**src/rtl/idelay_load_sequencer_if.sv**
```systemverilog
// Command channel from the calibration controller into the delay-load sequencer.
// The controller holds the master side; the sequencer is the slave.
interface idelay_load_sequencer_if #(
    parameter int CH_W = 3
);
    logic            cmd_valid;
    logic            cmd_ready;
    logic [CH_W-1:0] cmd_ch;
    logic [4:0]      cmd_dly;
    logic            cmd_last;

    modport master (
        output cmd_valid,
        output cmd_ch,
        output cmd_dly,
        output cmd_last,
        input  cmd_ready
    );

    modport slave (
        input  cmd_valid,
        input  cmd_ch,
        input  cmd_dly,
        input  cmd_last,
        output cmd_ready
    );
endinterface

```
**src/rtl/idelay_load_sequencer.sv**
```systemverilog
// Stages per-channel tap values with one-cycle ld strobes and commits a batch
// with a single shared set strobe; mirrors committed values in a shadow table.
module idelay_load_sequencer #(
    parameter int         NUM_CH     = 8,
    parameter int         CH_W       = 3,
    parameter int         SET_GAP    = 1,
    parameter int         SETTLE     = 2,
    parameter logic [4:0] INIT_DELAY = 5'd0
) (
    input  logic                  clk,
    input  logic                  rst_n,
    idelay_load_sequencer_if.slave cmd,
    output logic [4:0]            delay_o,
    output logic [NUM_CH-1:0]     ld_o,
    output logic                  set_o,
    output logic                  busy_o,
    output logic                  done_o,
    output logic                  err_o,
    output logic [5*NUM_CH-1:0]   shadow_o
);
    typedef enum logic [2:0] {
        S_IDLE,
        S_LOAD,
        S_GAP,
        S_SET,
        S_SETTLE
    } state_t;

    state_t            state_q;
    logic [3:0]        cnt_q;
    logic              ready_q;
    logic              set_q;
    logic              busy_q;
    logic              done_q;
    logic              err_q;
    logic [4:0]        delay_q;
    logic [NUM_CH-1:0] ld_q;
    logic [NUM_CH-1:0] pending_q;
    logic [4:0]        staged_q [NUM_CH];
    logic [4:0]        shadow_q [NUM_CH];

    logic [CH_W-1:0]   ch;
    logic [NUM_CH-1:0] ch_hot_d;
    logic              accept;

    assign ch     = cmd.cmd_ch;
    assign accept = cmd.cmd_valid & ready_q;

    // An out-of-range channel decodes to an all-zero vector, which doubles as the error flag.
    always_comb begin
        ch_hot_d = '0;
        for (int i = 0; i < NUM_CH; i++) begin
            ch_hot_d[i] = (32'(ch) == 32'(i));
        end
    end

    always_ff @(posedge clk) begin
        if (!rst_n) begin
            state_q   <= S_IDLE;
            cnt_q     <= '0;
            ready_q   <= 1'b0;
            set_q     <= 1'b0;
            busy_q    <= 1'b0;
            done_q    <= 1'b0;
            err_q     <= 1'b0;
            delay_q   <= '0;
            ld_q      <= '0;
            pending_q <= '0;
            for (int i = 0; i < NUM_CH; i++) begin
                shadow_q[i] <= INIT_DELAY;
            end
        end else begin
            ld_q   <= '0;
            err_q  <= 1'b0;
            set_q  <= 1'b0;
            done_q <= 1'b0;

            if (accept) begin
                ld_q      <= ch_hot_d;
                err_q     <= ~|ch_hot_d;
                pending_q <= pending_q | ch_hot_d;
                if (|ch_hot_d) begin
                    delay_q <= cmd.cmd_dly;
                end
                for (int i = 0; i < NUM_CH; i++) begin
                    if (ch_hot_d[i]) begin
                        staged_q[i] <= cmd.cmd_dly;
                    end
                end
            end

            case (state_q)
                S_IDLE, S_LOAD: begin
                    ready_q <= 1'b1;
                    if (accept) begin
                        if (cmd.cmd_last) begin
                            // The GAP count also spans the cycle carrying the last ld pulse.
                            state_q <= S_GAP;
                            cnt_q   <= 4'(SET_GAP);
                            ready_q <= 1'b0;
                            busy_q  <= 1'b1;
                        end else begin
                            state_q <= S_LOAD;
                        end
                    end
                end
                S_GAP: begin
                    if (cnt_q == 4'd0) begin
                        state_q   <= S_SET;
                        set_q     <= 1'b1;
                        pending_q <= '0;
                        for (int i = 0; i < NUM_CH; i++) begin
                            if (pending_q[i]) begin
                                shadow_q[i] <= staged_q[i];
                            end
                        end
                    end else begin
                        cnt_q <= cnt_q - 4'd1;
                    end
                end
                S_SET: begin
                    state_q <= S_SETTLE;
                    cnt_q   <= 4'(SETTLE - 1);
                    done_q  <= (SETTLE == 1);
                end
                S_SETTLE: begin
                    // The final SETTLE cycle is the done cycle; busy drops right after it.
                    if (cnt_q == 4'd0) begin
                        state_q <= S_IDLE;
                        busy_q  <= 1'b0;
                        ready_q <= 1'b1;
                    end else begin
                        cnt_q  <= cnt_q - 4'd1;
                        done_q <= (cnt_q == 4'd1);
                    end
                end
                default: state_q <= S_IDLE;
            endcase
        end
    end

    always_comb begin
        shadow_o = '0;
        for (int i = 0; i < NUM_CH; i++) begin
            shadow_o[5*i +: 5] = shadow_q[i];
        end
    end

    assign cmd.cmd_ready = ready_q;
    assign delay_o       = delay_q;
    assign ld_o          = ld_q;
    assign set_o         = set_q;
    assign busy_o        = busy_q;
    assign done_o        = done_q;
    assign err_o         = err_q;
endmodule
```
**src/flat_wrapper.sv**
```systemverilog
// flat-port wrapper written by rule: the top's interface ports become plain ports
module idelay_load_sequencer_flat 
#(
    parameter int         NUM_CH     = 8,
    parameter int         CH_W       = 3,
    parameter int         SET_GAP    = 1,
    parameter int         SETTLE     = 2,
    parameter logic [4:0] INIT_DELAY = 5'd0
)
  (clk, rst_n, delay_o, ld_o, set_o, busy_o, done_o, err_o, shadow_o, cmd_cmd_valid, cmd_cmd_ch, cmd_cmd_dly, cmd_cmd_last, cmd_cmd_ready);
  idelay_load_sequencer_if #(.CH_W(CH_W)) cmd_i ();
  input  logic clk;
  input  logic rst_n;
  output logic [4:0] delay_o;
  output logic [NUM_CH-1:0] ld_o;
  output logic set_o;
  output logic busy_o;
  output logic done_o;
  output logic err_o;
  output logic [5*NUM_CH-1:0] shadow_o;
  input wire logic [$bits(cmd_i.cmd_valid)-1:0] cmd_cmd_valid;
  input wire logic [$bits(cmd_i.cmd_ch)-1:0] cmd_cmd_ch;
  input wire logic [$bits(cmd_i.cmd_dly)-1:0] cmd_cmd_dly;
  input wire logic [$bits(cmd_i.cmd_last)-1:0] cmd_cmd_last;
  output wire logic [$bits(cmd_i.cmd_ready)-1:0] cmd_cmd_ready;
  assign cmd_i.cmd_valid = cmd_cmd_valid;
  assign cmd_i.cmd_ch = cmd_cmd_ch;
  assign cmd_i.cmd_dly = cmd_cmd_dly;
  assign cmd_i.cmd_last = cmd_cmd_last;
  assign cmd_cmd_ready = cmd_i.cmd_ready;
  idelay_load_sequencer #(.NUM_CH(NUM_CH), .CH_W(CH_W), .SET_GAP(SET_GAP), .SETTLE(SETTLE), .INIT_DELAY(INIT_DELAY)) u_core (.clk(clk), .rst_n(rst_n), .cmd(cmd_i), .delay_o(delay_o), .ld_o(ld_o), .set_o(set_o), .busy_o(busy_o), .done_o(done_o), .err_o(err_o), .shadow_o(shadow_o));
endmodule
```
**config.mk**
```make
export PLATFORM = sky130hd
export DESIGN_NAME = idelay_load_sequencer_flat
export DESIGN_NICKNAME = d
export VERILOG_FILES = /design/src/rtl/idelay_load_sequencer_if.sv /design/src/rtl/idelay_load_sequencer.sv /design/src/flat_wrapper.sv
export SDC_FILE = /design/constraint.sdc
export NUM_CORES = 1
export LEC_CHECK = 0
export ABC_AREA = 1
export BUFFER_PORTS_ARGS = -buffer_cell sky130_fd_sc_hd__buf_2
export CAP_MARGIN = 15
export CORE_MARGIN = 3
export CORE_UTILIZATION = 25
export CTS_BUF_LIST = sky130_fd_sc_hd__clkbuf_8
export DETAILED_ROUTE_END_ITERATION = 10
export PLACE_DENSITY = 0.44
export SYNTH_ARGS = -nofsm -noshare
export SYNTH_HDL_FRONTEND = slang
export SYNTH_SLANG_ARGS = --single-unit
```
**constraint.sdc**
```tcl
create_clock -name clk -period 2.5 [get_ports clk]
set_clock_uncertainty 0.1 [all_clocks]
set_input_delay 0.625 -clock clk [delete_from_list [all_inputs] [get_ports clk]]
set_output_delay 0.625 -clock clk [all_outputs]
set_load 0.02 [all_outputs]
```
======== Yosys cells after proc, flatten, opt, wreduce, memory -nomap -nowiden ========
Memory sizes are Yosys's and may differ from the RTL's.
Cells that the tools add are included.
cells by class
  add/sub/neg operators ................... 1
  multiply operators ...................... 0
  div/mod/pow operators ................... 0
  $lt $le $gt $ge ......................... 0
  eq/ne operators ......................... 17
  shifts and indexed selects .............. 0
  multiplexer cells ....................... 123
  bitwise gates (word level) .............. 12
  reductions and logical operators ........ 24
operators with widths
  operator                                                                  count
  1-bit 2-to-1 mux                                                          87
  5-bit 2-to-1 mux                                                          15
  5-bit OR reduction                                                        7
  3-bit 2-to-1 mux                                                          10
  8-bit 2-to-1 mux                                                          3
  3-bit equality test (second input constant)                               5
  3-bit by 2-bit equality test with 1-bit output (second input constant)    4
  4-bit 2-to-1 mux                                                          3
  3-bit case mux with 4 select lines                                        1
  4-bit case mux with 3 select lines                                        1
  1-bit OR                                                                  8
  8-bit OR                                                                  1
  2-bit AND reduction                                                       4
  4-bit AND reduction                                                       2
  8-bit OR reduction                                                        1
  3-bit by 1-bit equality test with 1-bit output (second input constant)    2
  3-bit logical NOT                                                         2
  2-bit by 1-bit inequality test with 1-bit output (second input constant)  3
  4-bit by 1-bit equality test with 1-bit output (second input constant)    1
  4-bit logical NOT                                                         1
  2-bit inequality test (second input constant)                             2
  1-bit case mux with 2 select lines                                        2
  2-bit OR reduction                                                        2
  4-bit by 1-bit subtractor with 4-bit output (second input constant)       1
  8 further kinds                                                           9
word-level totals
  flip-flop bits (word level) ............. 33
  latch bits .............................. 0
  memory bits (writable) .................. 80
  ROM bits ................................ 0
  input port bits ......................... 12
  memories kept ........................... 2
memory list
  memory           words  width  rd ports  clocked after Yosys merged registers in  wr ports  RTL line                     text
  u_core.shadow_q  8      5      8         0                                        8         idelay_load_sequencer.sv:40  logic [4:0] shadow_q [NUM_CH];
  u_core.staged_q  8      5      8         0                                        1         idelay_load_sequencer.sv:39  logic [4:0] staged_q [NUM_CH];

======== Logic depth before layout (Yosys ltp) ========
Gate-level depths: netlist of the first run.
  depth in word-level cells ............... 13
  gate-level depth with buffers ........... 9

======== Least setup slack after synthesis of the first run ========
No wires, ideal clock.
  path type ............................... input port to flip-flop
  start ................................... input cmd_cmd_valid
  end ..................................... memory u_core.staged_q[0][0], enable pin
  arrival time ............................ 1.582 ns
  data required time ...................... 2.019 ns
  path slack .............................. 0.436 ns
  stages on the path ...................... 4
  buffers on the path ..................... 0
  cell sequence ........................... nand2_1 inv_2 nand2_2 nor4_1
between the ends
  longest elaborated chain between the ends .. 12
  elaborated cells between the ends (all ways) .. 46
  those cells by class .................... mux: 38; bitwise: 1; reduce/logical: 7
ends and longest elaborated chain
  item                                                                                 RTL line                     text
  from (decl)                                                                          flat_wrapper.sv:21           input wire logic [$bits(cmd_i.cmd_valid)-1:0] cmd_cmd_valid;
  1-bit bitwise AND (*)                                                                idelay_load_sequencer.sv:47  assign accept = cmd.cmd_valid & ready_q;
  1-bit 2-to-1 mux                                                                     idelay_load_sequencer.sv:78  if (accept) begin
  1-bit 2-to-1 mux                                                                     idelay_load_sequencer.sv:58  if (!rst_n) begin
  1-bit 2-to-1 mux (not written as such)                                               idelay_load_sequencer.sv:87  staged_q[i] <= cmd.cmd_dly;
  5-bit OR reduction (no source line)                                                  --
  3-bit 2-to-1 mux (no source line) or 1-bit 2-to-1 mux (tied branches) (7 in series)  --
  to (decl)                                                                            idelay_load_sequencer.sv:39
Mark *: on every way between the ends. The rest lies on a longest branch, timed or not.

==> flow_metrics.env, run 1 <==
export IMPL_power_uw=4220
export IMPL_antenna_found_initial=0
export IMPL_port_buffers=69
export IMPL_worst_path_max_fanout=13
export IMPL_synth_top_cell_area_share_pct=56.8
export IMPL_die_area_mm2=0.0185
export IMPL_cts_htree_levels=4
export IMPL_min_from="u_core.cnt_q[1]$_SDFFE_PN0P_"
export IMPL_mostFrequentLayoutCell="edfxtp_1"
export IMPL_cp_slowest_cell="nor2_4"
export IMPL_start_util_pct=26.1
export IMPL_synthCells=369
export IMPL_routed_wl_um=9050
export IMPL_rows=46
export IMPL_hpwl_um=6610
export IMPL_setup_worst_path_start="u_core.cnt_q[1]$_SDFFE_PN0P_"
export IMPL_die_h_um=136
export IMPL_cp_common_cell="nand2_1"
export IMPL_critPathArrivalTime_ns=1.96
export IMPL_cts_max_path_buffers=2
export IMPL_ant_nets=0
export IMPL_ir_drop_mv=0.308
export IMPL_p_leak_uw=0.00229
export IMPL_die_x_um=136
export IMPL_status="completed"
export IMPL_crit_type="reg2reg"
export IMPL_drt_first_pass_iters=4
export IMPL_clk_latency_ns=0.43
export IMPL_start_kind="register"
export IMPL_rsz0062_at_grt="no"
export IMPL_p_comb_share_pct=8.8
export IMPL_cts_root_buffer="clkbuf_8"
export IMPL_synth_avg_cell_area_um2=11.5
export IMPL_clock_fmax_mhz=517
export IMPL_synth_top_area_cell="edfxtp_1"
export IMPL_clkTransAtPathRegs_ns=0.06
export IMPL_cts_made_buffers=17
export IMPL_cts_resized=0
export IMPL_ys_seq_area_share_pct=72.4
export IMPL_cellPowerDensity_mw_per_mm2=805
export IMPL_io_pins=70
export IMPL_cp_required_ns=2.53
export IMPL_drt_iter0_markers=101
export IMPL_n_antenna_cell=0
export IMPL_drv_cap=0
export IMPL_setup_viol=0
export IMPL_viasPerCell=3.93
export IMPL_hold_worst_slack_ns=0.367
export IMPL_overflow=0
export IMPL_grt_max_degree=20
export IMPL_cts_tree="yes"
export IMPL_crit_path_cell_trace="inv_1, ha_1, nand2_2, nor2_4, nand2_1, nand2_1"
export IMPL_track_usage_pct=10.5
export IMPL_min_period_ns=1.93
export IMPL_timing_final_crit_share_pct=77.4
export IMPL_gp_congestion=0.807
export IMPL_post_cts_buffers=0
export IMPL_crit_reg2reg_launch="u_core.cnt_q[1]$_SDFFE_PN0P_"
export IMPL_crit_path_end_kind="register"
export IMPL_swShare_pct=23.7
export IMPL_slew_violations=0
export IMPL_hold_violations=0
export IMPL_core_area_mm2=0.0162
export IMPL_min_path_type="reg2reg"
export IMPL_ys_types=26
export IMPL_tns_ns=0
export IMPL_route_detailed_drc=0
export IMPL_grt_pass1_wl_um=14200
export IMPL_syn_nets=383
export IMPL_syn_cell_area_mm2=0.00423
export IMPL_num_vias=2679
export IMPL_synth_seq_cells=113
export IMPL_switchingPower_uw=1000
export IMPL_drive_above_1_share_pct=27.7
export IMPL_synth_area_leaders="edfxtp_1 (57%), dfxtp_1 (16%), nor2_1 (6.3%)"
export IMPL_p_int_uw=3220
export IMPL_cts_hold_buffers=0
export IMPL_routedWlPerCell_um=13.3
export IMPL_mostFrequentLayoutCells="edfxtp_1 (80), nor2_1 (71), buf_2 (69), inv_1 (55), nand2_1 (53)"
export IMPL_p_seq_share_pct=49.7
export IMPL_p_clk_share_pct=41.6
export IMPL_grt_pass1_vias=2655
export IMPL_clock_sinks=113
export IMPL_cpPeakStageDelay_ns=0.43
export IMPL_ys_warn_count=0
export IMPL_area_delta_synth_final_pct=23.8
export IMPL_nNetsFinal=467
power by group through the flow:
stage	sequential, uW	combinational, uW	clock (uW)
2_1_floorplan	2180	210	0
3_3_place_gp	2140	374	0
3_5_place_dp	2140	375	0
4_1_cts	2100	377	1800
5_1_grt	2100	421	1900
6_report	2090	370	1750
sequential cells by signal (all words and copies together) (netlist names):
register / cells
u_core.err_o: 1
u_core.done_o: 1
u_core.staged_q: 40
u_core.ld_o: 8
u_core.shadow_q: 40
u_core.state_q: 3
u_core.set_o: 1
u_core.cmd.cmd_ready: 1
u_core.busy_o: 1
u_core.delay_o: 5
u_core.pending_q: 8
u_core.cnt_q: 4
synthesized netlist by cell type (all sizes together):
cell type and number:
nand2 61, nor2 76, buf 9, edfxtp 80, ha 2, xnor2 1, o21ai 9, a21oi 10
nor3 2, dfxtp 33, inv 59, nand3 14, clkbuf 1, nor4 6, o211ai 1, a31oi 4
conb 1
kinds of logic (layout without fill, tap and decap cells):
| family | count (synthesis) | in the layout | synth area share [%] |
|---|---|---|---|
| AND/OR/NAND/NOR | 159 | 159 | 16.8 |
| XOR/XNOR | 1 | 1 | 0.207 |
| other | 1 | 1 | 0.0887 |
| adder cells (fa/ha/maj) | 2 | 2 | 0.592 |
| buffers and inverters | 69 | 166 | 6.80 |
| flip-flops | 113 | 113 | 72.4 |
| AO/OA/AOI/OAI | 24 | 24 | 3.11 |
final cells by class:
| type | instances | area (um2) |
|---|---|---|
| multi-input combinational | 187 | 878 |
| tap | 216 | 270 |
| clock inverter | 12 | 139 |
| fill | 1675 | 11000 |
| sequential | 113 | 3060 |
| timing repair buffer | 75 | 390 |
| clock buffer | 20 | 275 |
| inverter | 59 | 221 |
critical path: cells and delay by family (launching register included):
family        cells  cell delay, ns
flops             1            0.31
fa+ha+maj         1            0.22
buf+inv           1            0.13
simple gates      4            0.87
per-layer routing:
| layer | vias to the layer above | wire [um] | GRT usage, % |
|---|---|---|---|
| li1 | 1365 | - | - |
| met1 | 1241 | 3920 | 11.8 |
| met2 | 62 | 4480 | 17.4 |
| met3 | 11 | 499 | 4.33 |
| met4 | 0 | 156 | 4.70 |
| met5 | - | 0 | 0 |
worst paths after layout:
path                                     endpoint  slack [ns]  cells past startpoint
min reg2reg          u_core.cnt_q[1]$_SDFFE_PN0P_        0.37                      2
min                  u_core.cnt_q[1]$_SDFFE_PN0P_        0.37                      2
max          u_core.shadow_q[1][18]$_SDFFCE_PN0P_        0.57                      6
max reg2reg  u_core.shadow_q[1][18]$_SDFFCE_PN0P_        0.57                      6
stage by stage:
| step | instance area, um2 | cells | util (%) | setup WS (ns) |
|---|---|---|---|---|
| 2_1_floorplan | 4230 | 369 | - | 0.436 |
| 3_3_place_gp | 4820 | 650 | 29.7 | 0.375 |
| 3_5_place_dp | 4820 | 650 | 29.7 | 0.309 |
| 4_1_cts | 5240 | 682 | 32.3 | 0.542 |
| 5_1_grt | 5240 | 682 | 32.3 | 0.439 |
| 6_report | 5240 | 682 | 32.3 | 0.565 |
(Power assumes the default switching activity.)
==> inputs of run 2 (changes only) <==
--- a/config.mk
+++ b/config.mk
@@ -5,14 +5,14 @@
 export SDC_FILE = /design/constraint.sdc
 export NUM_CORES = 1
 export LEC_CHECK = 0
-export ABC_AREA = 1
+export ABC_AREA = 0
 export BUFFER_PORTS_ARGS = -buffer_cell sky130_fd_sc_hd__buf_2
 export CAP_MARGIN = 15
 export CORE_MARGIN = 3
 export CORE_UTILIZATION = 25
 export CTS_BUF_LIST = sky130_fd_sc_hd__clkbuf_8
 export DETAILED_ROUTE_END_ITERATION = 10
-export PLACE_DENSITY = 0.44
+export PLACE_DENSITY = 0.45
 export SYNTH_ARGS = -nofsm -noshare
 export SYNTH_HDL_FRONTEND = slang
 export SYNTH_SLANG_ARGS = --single-unit
==> constraint.sdc (replaced) <==
create_clock -name clk -period 1.7 [get_ports clk]
set_clock_uncertainty 0.1 [all_clocks]
set_input_delay 0.425 -clock clk [delete_from_list [all_inputs] [get_ports clk]]
set_output_delay 0.425 -clock clk [all_outputs]
set_load 0.02 [all_outputs]
==> run 2 against run 1 <==
Against the previous run: the flow now finishes with violations (setup timing); wire length is 2.1% higher; highest routed layer unchanged; via count is 4.0% lower; worst hold slack worse by 0.13 ns; die area is 4.1% lower; fmax is 1.2% higher; clock power is 37% higher; cell area is 3.9% higher.
==> flow_metrics.env, run 2 <==
export IMPL_status="complete, but fails checks"
export IMPL_failed_checks="setup timing"
export IMPL_wl_met2_um=4020
export IMPL_track_usage_pct=10.8
export IMPL_synth_top_cell_area_share_pct=59.4
export IMPL_top_regs="u_core.shadow_q x40, u_core.staged_q x40"
export IMPL_setup_ws_ns=-0.212
export IMPL_p_leak_uw=0.00222
export IMPL_crit_type="reg2reg"
export IMPL_worst_path_max_fanout=4
export IMPL_grt_max_degree=32
export IMPL_rsz0062_at_grt="yes"
export IMPL_hpwl_um=6360
export IMPL_cts_made_buffers=17
export IMPL_clock_sinks=113
export IMPL_min_path_type="in2reg"
export IMPL_mostFrequentLayoutCell="edfxtp_1"
export IMPL_grt_pass1_vias=2586
export IMPL_ant_nets=0
export IMPL_wl_met3_um=508
export IMPL_crit_path_end_kind="register"
export IMPL_drt_met1_wl_um=4540
export IMPL_grt_pass1_wl_um=14200
export IMPL_timing_final_crit_share_pct=112
export IMPL_hold_path_endpoint="u_core.pending_q[1]$_SDFF_PN0_"
export IMPL_synth_top_area_cell="edfxtp_1"
export IMPL_drt_iter0_markers=157
export IMPL_drt_first_pass_iters=4
export IMPL_ys_types=39
export IMPL_cts_htree_levels=4
export IMPL_nNetsFinal=420
export IMPL_ff2ff_setup_slack_ns=-0.21
export IMPL_cts_tree="yes"
export IMPL_min_period_ns=1.91
export IMPL_routed_wl_um=9240
export IMPL_synthCells=290
export IMPL_overflow=0
export IMPL_port_buffers=69
export IMPL_die_h_um=133
export IMPL_cts_root_buffer="clkbuf_8"
export IMPL_multi_input_area_mm2=0.00105
export IMPL_route_detailed_drc=0
export IMPL_mostFrequentLayoutCells="edfxtp_1 (80), buf_2 (69), buf_4 (38), and3_1 (30), dfxtp_1 (30)"
export IMPL_route_top_layer_used="met4"
export IMPL_clock_fmax_mhz=523
export IMPL_area_delta_synth_final_pct=34.5
export IMPL_start_util_pct=26.0
export IMPL_rows=45
export IMPL_tns_ns=-11.06
export IMPL_crit_reg2reg_launch="u_core.cnt_q[0]$_SDFFE_PN0P_"
export IMPL_rr_worst_depth=6
export IMPL_synth_main_ff_cell="edfxtp_1"
export IMPL_drv_cap=0
export IMPL_cp_required_ns=1.95
export IMPL_final_util_pct=35.0
export IMPL_r2r_end="u_core.cnt_q[1]$_SDFFE_PN0P_"
export IMPL_clk_latency_ns=0.42
export IMPL_routedWlPerCell_um=14.7
export IMPL_io_pins=70
export IMPL_drive_above_1_share_pct=41.3
export IMPL_slew_violations=0
export IMPL_gp_congestion=0.801
export IMPL_die_area_mm2=0.0177
export IMPL_num_vias=2573
export IMPL_core_area_mm2=0.0155
export IMPL_clkTransAtPathRegs_ns=0.07
export IMPL_synth_most_common_cell="edfxtp_1"
export IMPL_cellPowerDensity_mw_per_mm2=1070
export IMPL_fill_cells=1600
export IMPL_cts_max_path_buffers=2
export IMPL_syn_nets=304
export IMPL_ys_seq_area_share_pct=75.7
export IMPL_setup_viol=74
export IMPL_min_from="cmd_cmd_ch[0]"
export IMPL_ys_warn_count=0
export IMPL_viasPerCell=4.08
export IMPL_synth_seq_cells=113
export IMPL_die_x_um=133
export IMPL_antenna_found_initial=0
export IMPL_hold_violations=0
export IMPL_critPathArrivalTime_ns=2.16
export IMPL_synth_avg_cell_area_um2=14.0
export IMPL_ys_async_sr_fraction_pct=0
export IMPL_synthTopCellsByCount="edfxtp_1 (80), dfxtp_1 (33), nand2_1 (32), nor2_1 (31), and3_1 (30)"
export IMPL_syn_cell_area_mm2=0.00405
export IMPL_start_kind="register"
export IMPL_synth_edf_count=80
export IMPL_regArea_mm2=0.00307
export IMPL_whs_path_depth=3
export IMPL_synth_area_leaders="edfxtp_1 (59%), dfxtp_1 (16%), and3_1 (4.6%)"
export IMPL_ir_drop_mv=0.486
export IMPL_n_antenna_cell=0
==> run 2: per-layer routing <==
metal / global-route usage (%) / vias up
met5: 0 / -
met4: 4.63 / 0
met3: 4.31 / 12
met2: 15.9 / 71
met1: 14.2 / 1214
li1: - / 1276
==> run 2: per-stage QoR <==
stage | setup WS, ns | std cells | total power, uW | cell area (um2) | hold slack [ns]
after detailed placement | -0.238 | 595 | 3500 | 5010 | 0.358
after global routing | -0.253 | 630 | 6090 | 5440 | 0.230
after CTS | -0.183 | 629 | 5920 | 5420 | 0.202
final | -0.212 | 630 | 5840 | 5440 | 0.236
after global placement | -0.192 | 595 | 3500 | 5010 | 0.353
after floorplan | -0.165 | 290 | 3310 | 4160 | 0.359
==> run 2: repair_timing <==
action	in CTS	in global routing
hold buffers	0	0
pin swaps	1	3
setup endpoints to repair	84	89
resized for setup	6	4
buffers inserted	2	1
==> run 2: critical path, cell delays in order, from the launching register on <==
cell	delay (ns)
dfxtp_2	0.33
inv_2	0.07
ha_4	0.12
or3b_4	0.40
a32o_2	0.28
a211oi_4	0.32
mux2i_1	0.22
==> run 2: final cells by class <==
class                      instances  area share, %
sequential                       113           56.3
inverter                           3          0.207
clock buffer                      17           4.30
clock inverter                    15           2.67
timing repair buffer             109           12.3
tap                              211           4.85
multi-input combinational        162           19.3
==> run 2: worst max path at each step <==
stage / slack [ns] / endpoint / cells past startpoint / startpoint
after CTS: -0.18 / u_core.cnt_q[1]$_SDFFE_PN0P_ / 6 / u_core.cnt_q[0]$_SDFFE_PN0P_
after global routing: -0.25 / u_core.shadow_q[0][15]$_SDFFCE_PN0P_ / 7 / u_core.cnt_q[1]$_SDFFE_PN0P_
after global placement: -0.19 / u_core.cnt_q[3]$_SDFFE_PN0P_ / 6 / u_core.cnt_q[1]$_SDFFE_PN0P_
after detailed placement: -0.24 / u_core.shadow_q[1][8]$_SDFFCE_PN0P_ / 7 / u_core.cnt_q[1]$_SDFFE_PN0P_
after floorplan: -0.17 / u_core.cnt_q[3]$_SDFFE_PN0P_ / 7 / u_core.cnt_q[1]$_SDFFE_PN0P_
final: -0.21 / u_core.cnt_q[1]$_SDFFE_PN0P_ / 6 / u_core.cnt_q[0]$_SDFFE_PN0P_
==> run 2: cell families after synthesis <==
kind of cell	share of synthesized area, %
AO/OA/AOI/OAI	5.38
adder cells (fa/ha/maj)	0.618
other	0.0927
multiplexers	0.247
flip-flops	75.7
AND/OR/NAND/NOR	16.3
buffers and inverters	1.70
==> run 2: power by group <==
group	switching [uW]	leakage, uW	internal (uW)	total, uW
logic	260	0.000991	150	409
registers	29.1	0.00104	3010	3040
clock network	1110	0.000184	1290	2400
total	1400	0.00222	4440	5840
==> inputs of run 3 (changes only) <==
==> constraint.sdc (replaced) <==
create_clock -name clk -period 1.7 [get_ports clk]
set_clock_uncertainty 0.1 [all_clocks]
set_input_delay 0.17 -clock clk [delete_from_list [all_inputs] [get_ports clk]]
set_output_delay 0.17 -clock clk [all_outputs]
set_load 0.02 [all_outputs]
==> run 3 against run 2 <==
Against the previous run: the run still ends with setup timing left; sequential share of layout area decreased by 0.83 points; worst setup slack improved by 0.028 ns; utilization is 0.52 points higher; register-to-register slack better by 0.03 ns; first-iteration DRC count decreased by 27%; combinational power down 1%; clock-buffer cell count unchanged; power is 2.7% higher.
==> flow_metrics.env, run 3 (synthesis results as in run 2) <==
export IMPL_status="complete, but fails checks"
export IMPL_failed_checks="setup timing"
export IMPL_setup_viol=76
export IMPL_start_kind="register"
export IMPL_hold_worst_slack_ns=0.0468
export IMPL_viasPerCell=4.17
export IMPL_ant_nets=0
export IMPL_switchingPower_uw=1510
export IMPL_grt_max_degree=32
export IMPL_grt_pass1_vias=2604
export IMPL_die_h_um=133
export IMPL_drive_above_1_share_pct=40.8
export IMPL_final_util_pct=35.6
export IMPL_tns_ns=-11.61
export IMPL_dp_cells=583
export IMPL_p_leak_uw=0.00219
export IMPL_rsz0062_at_grt="yes"
export IMPL_p_comb_share_pct=6.8
export IMPL_clk_latency_ns=0.44
export IMPL_cp_depth=6
export IMPL_io_pins=70
export IMPL_cellPowerDensity_mw_per_mm2=1090
export IMPL_n_antenna_cell=0
export IMPL_die_x_um=133
export IMPL_crit_path_end_kind="register"
export IMPL_whs_path_depth=1
export IMPL_cts_htree_levels=4
export IMPL_p_seq_share_pct=50.6
export IMPL_cts_made_buffers=17
export IMPL_start_util_pct=26.0
export IMPL_min_period_ns=1.88
export IMPL_num_vias=2628
export IMPL_core_area_mm2=0.0155
export IMPL_min_path_type="in2reg"
export IMPL_antenna_found_initial=0
export IMPL_cts_root_buffer="clkbuf_8"
export IMPL_routedWlPerCell_um=15.5
export IMPL_drt_first_pass_iters=4
export IMPL_routed_wl_um=9760
export IMPL_critPathTopFamily="compound AO/OA/AOI/OAI gates"
export IMPL_cpPeakStageDelay_ns=0.40
export IMPL_grt_pass1_wl_um=14400
export IMPL_cts_max_path_buffers=2
export IMPL_clock_fmax_mhz=531
export IMPL_path_buf_inv=1
export IMPL_track_usage_pct=10.9
export IMPL_swShare_pct=25.1
export IMPL_cp_slowest_cell="or3b_4"
export IMPL_p_int_uw=4500
export IMPL_rr_worst_depth=6
export IMPL_hpwl_um=6370
export IMPL_p_clk_share_pct=42.6
export IMPL_cts_tree="yes"
export IMPL_ir_drop_mv=0.466
export IMPL_setup_ws_ns=-0.184
export IMPL_hold_violations=0
export IMPL_cp_required_ns=1.97
export IMPL_gp_congestion=0.749
export IMPL_nNetsFinal=420
export IMPL_clock_sinks=113
export IMPL_slew_violations=0
export IMPL_die_area_mm2=0.0177
export IMPL_mostFrequentLayoutCells="edfxtp_1 (80), buf_2 (69), dfxtp_1 (30), nor2_1 (27), buf_4 (24)"
export IMPL_overflow=0
export IMPL_mostFrequentLayoutCell="edfxtp_1"
export IMPL_drv_cap=0
export IMPL_critPathArrivalTime_ns=2.15
export IMPL_stdcell_count=630
export IMPL_crit_type="reg2reg"
export IMPL_timing_final_crit_share_pct=111
export IMPL_route_detailed_drc=0
export IMPL_area_delta_synth_final_pct=36.5
export IMPL_clkTransAtPathRegs_ns=0.08
export IMPL_crit_path_cell_trace="inv_2, ha_4, or3b_4, a32o_2, a211oi_4, mux2i_1"
export IMPL_top_regs="u_core.shadow_q x40, u_core.staged_q x40"
export IMPL_port_buffers=69
export IMPL_rows=45
export IMPL_drt_iter0_markers=115
export IMPL_worst_path_max_fanout=4
[run 3: cell types whose count changed in the layout (fill, tap and decap cells not counted), moves of 6 or more]
cell,previous run,this run
nand2_1,16,23
and3_4,0,11
and3_1,30,19
buf_4,38,24
inv_6,2,8
dlygate4sd3_1,0,10
nand2_4,8,0
[run 3: layout make-up]
cell class,instances,area [um2]
multi-input cells,162,1050
well taps,211,264
clock buffers,17,234
clock inverters,15,170
inverters,3,11.3
flip-flops and latches,113,3070
repair buffers,109,729
fillers,1582,10000
[run 3: layer usage]
| metal | GRT usage (%) | vias to the layer above | share of wire (%) |
|---|---|---|---|
| li1 | - | 1283 | - |
| met3 | 4.91 | 5 | 6.5 |
| met1 | 13.6 | 1270 | 46 |
| met5 | 0 | - | 0 |
| met4 | 4.11 | 0 | 0.81 |
| met2 | 16.7 | 70 | 46 |
[run 3: worst paths after layout]
kind / end / slack (ns) / start
max: u_core.cnt_q[1]$_SDFFE_PN0P_ / -0.18 / u_core.cnt_q[1]$_SDFFE_PN0P_
min: u_core.staged_q[0][2]$_DFFE_PP_ / 0.05 / cmd_cmd_dly[2]
max reg2reg: u_core.cnt_q[1]$_SDFFE_PN0P_ / -0.18 / u_core.cnt_q[1]$_SDFFE_PN0P_
min reg2reg: u_core.delay_o[4]$_SDFFE_PN0P_ / 0.37 / u_core.delay_o[4]$_SDFFE_PN0P_
[run 3: per-stage QoR]
step / setup slack, ns / cell area (um2) / power (uW)
floorplan: -0.166 / 4100 / 3300
global placement: -0.183 / 4850 / 3460
detailed placement: -0.215 / 4850 / 3470
CTS: -0.215 / 5360 / 6050
global route: -0.274 / 5530 / 6250
finish: -0.184 / 5530 / 6000
[run 3: what timing repair did]
item	CTS	global route
setup buffers	2	0
endpoints found under the hold margin	13	10
gates resized for setup	4	18
gates cloned	0	3
hold buffers	8	2
endpoints found under the setup margin	83	93
pin swaps	2	14
[run 3: power by group through the flow]
| stage | Sequential (uW) | Combinational, uW | Clock [uW] |
|---|---|---|---|
| after CTS | 3040 | 388 | 2620 |
| final | 3040 | 405 | 2560 |
| after global placement | 3100 | 362 | 0 |
| after detailed placement | 3100 | 366 | 0 |
| after global routing | 3050 | 440 | 2760 |
| after floorplan | 3160 | 140 | 0 |
[run 3: worst reg2reg max path, stage by stage, from the launching register on]
cell and delay [ns]:
dfxtp_2 0.33, inv_2 0.07, ha_4 0.13, or3b_4 0.40, a32o_2 0.30, a211oi_4 0.27, mux2i_1 0.22
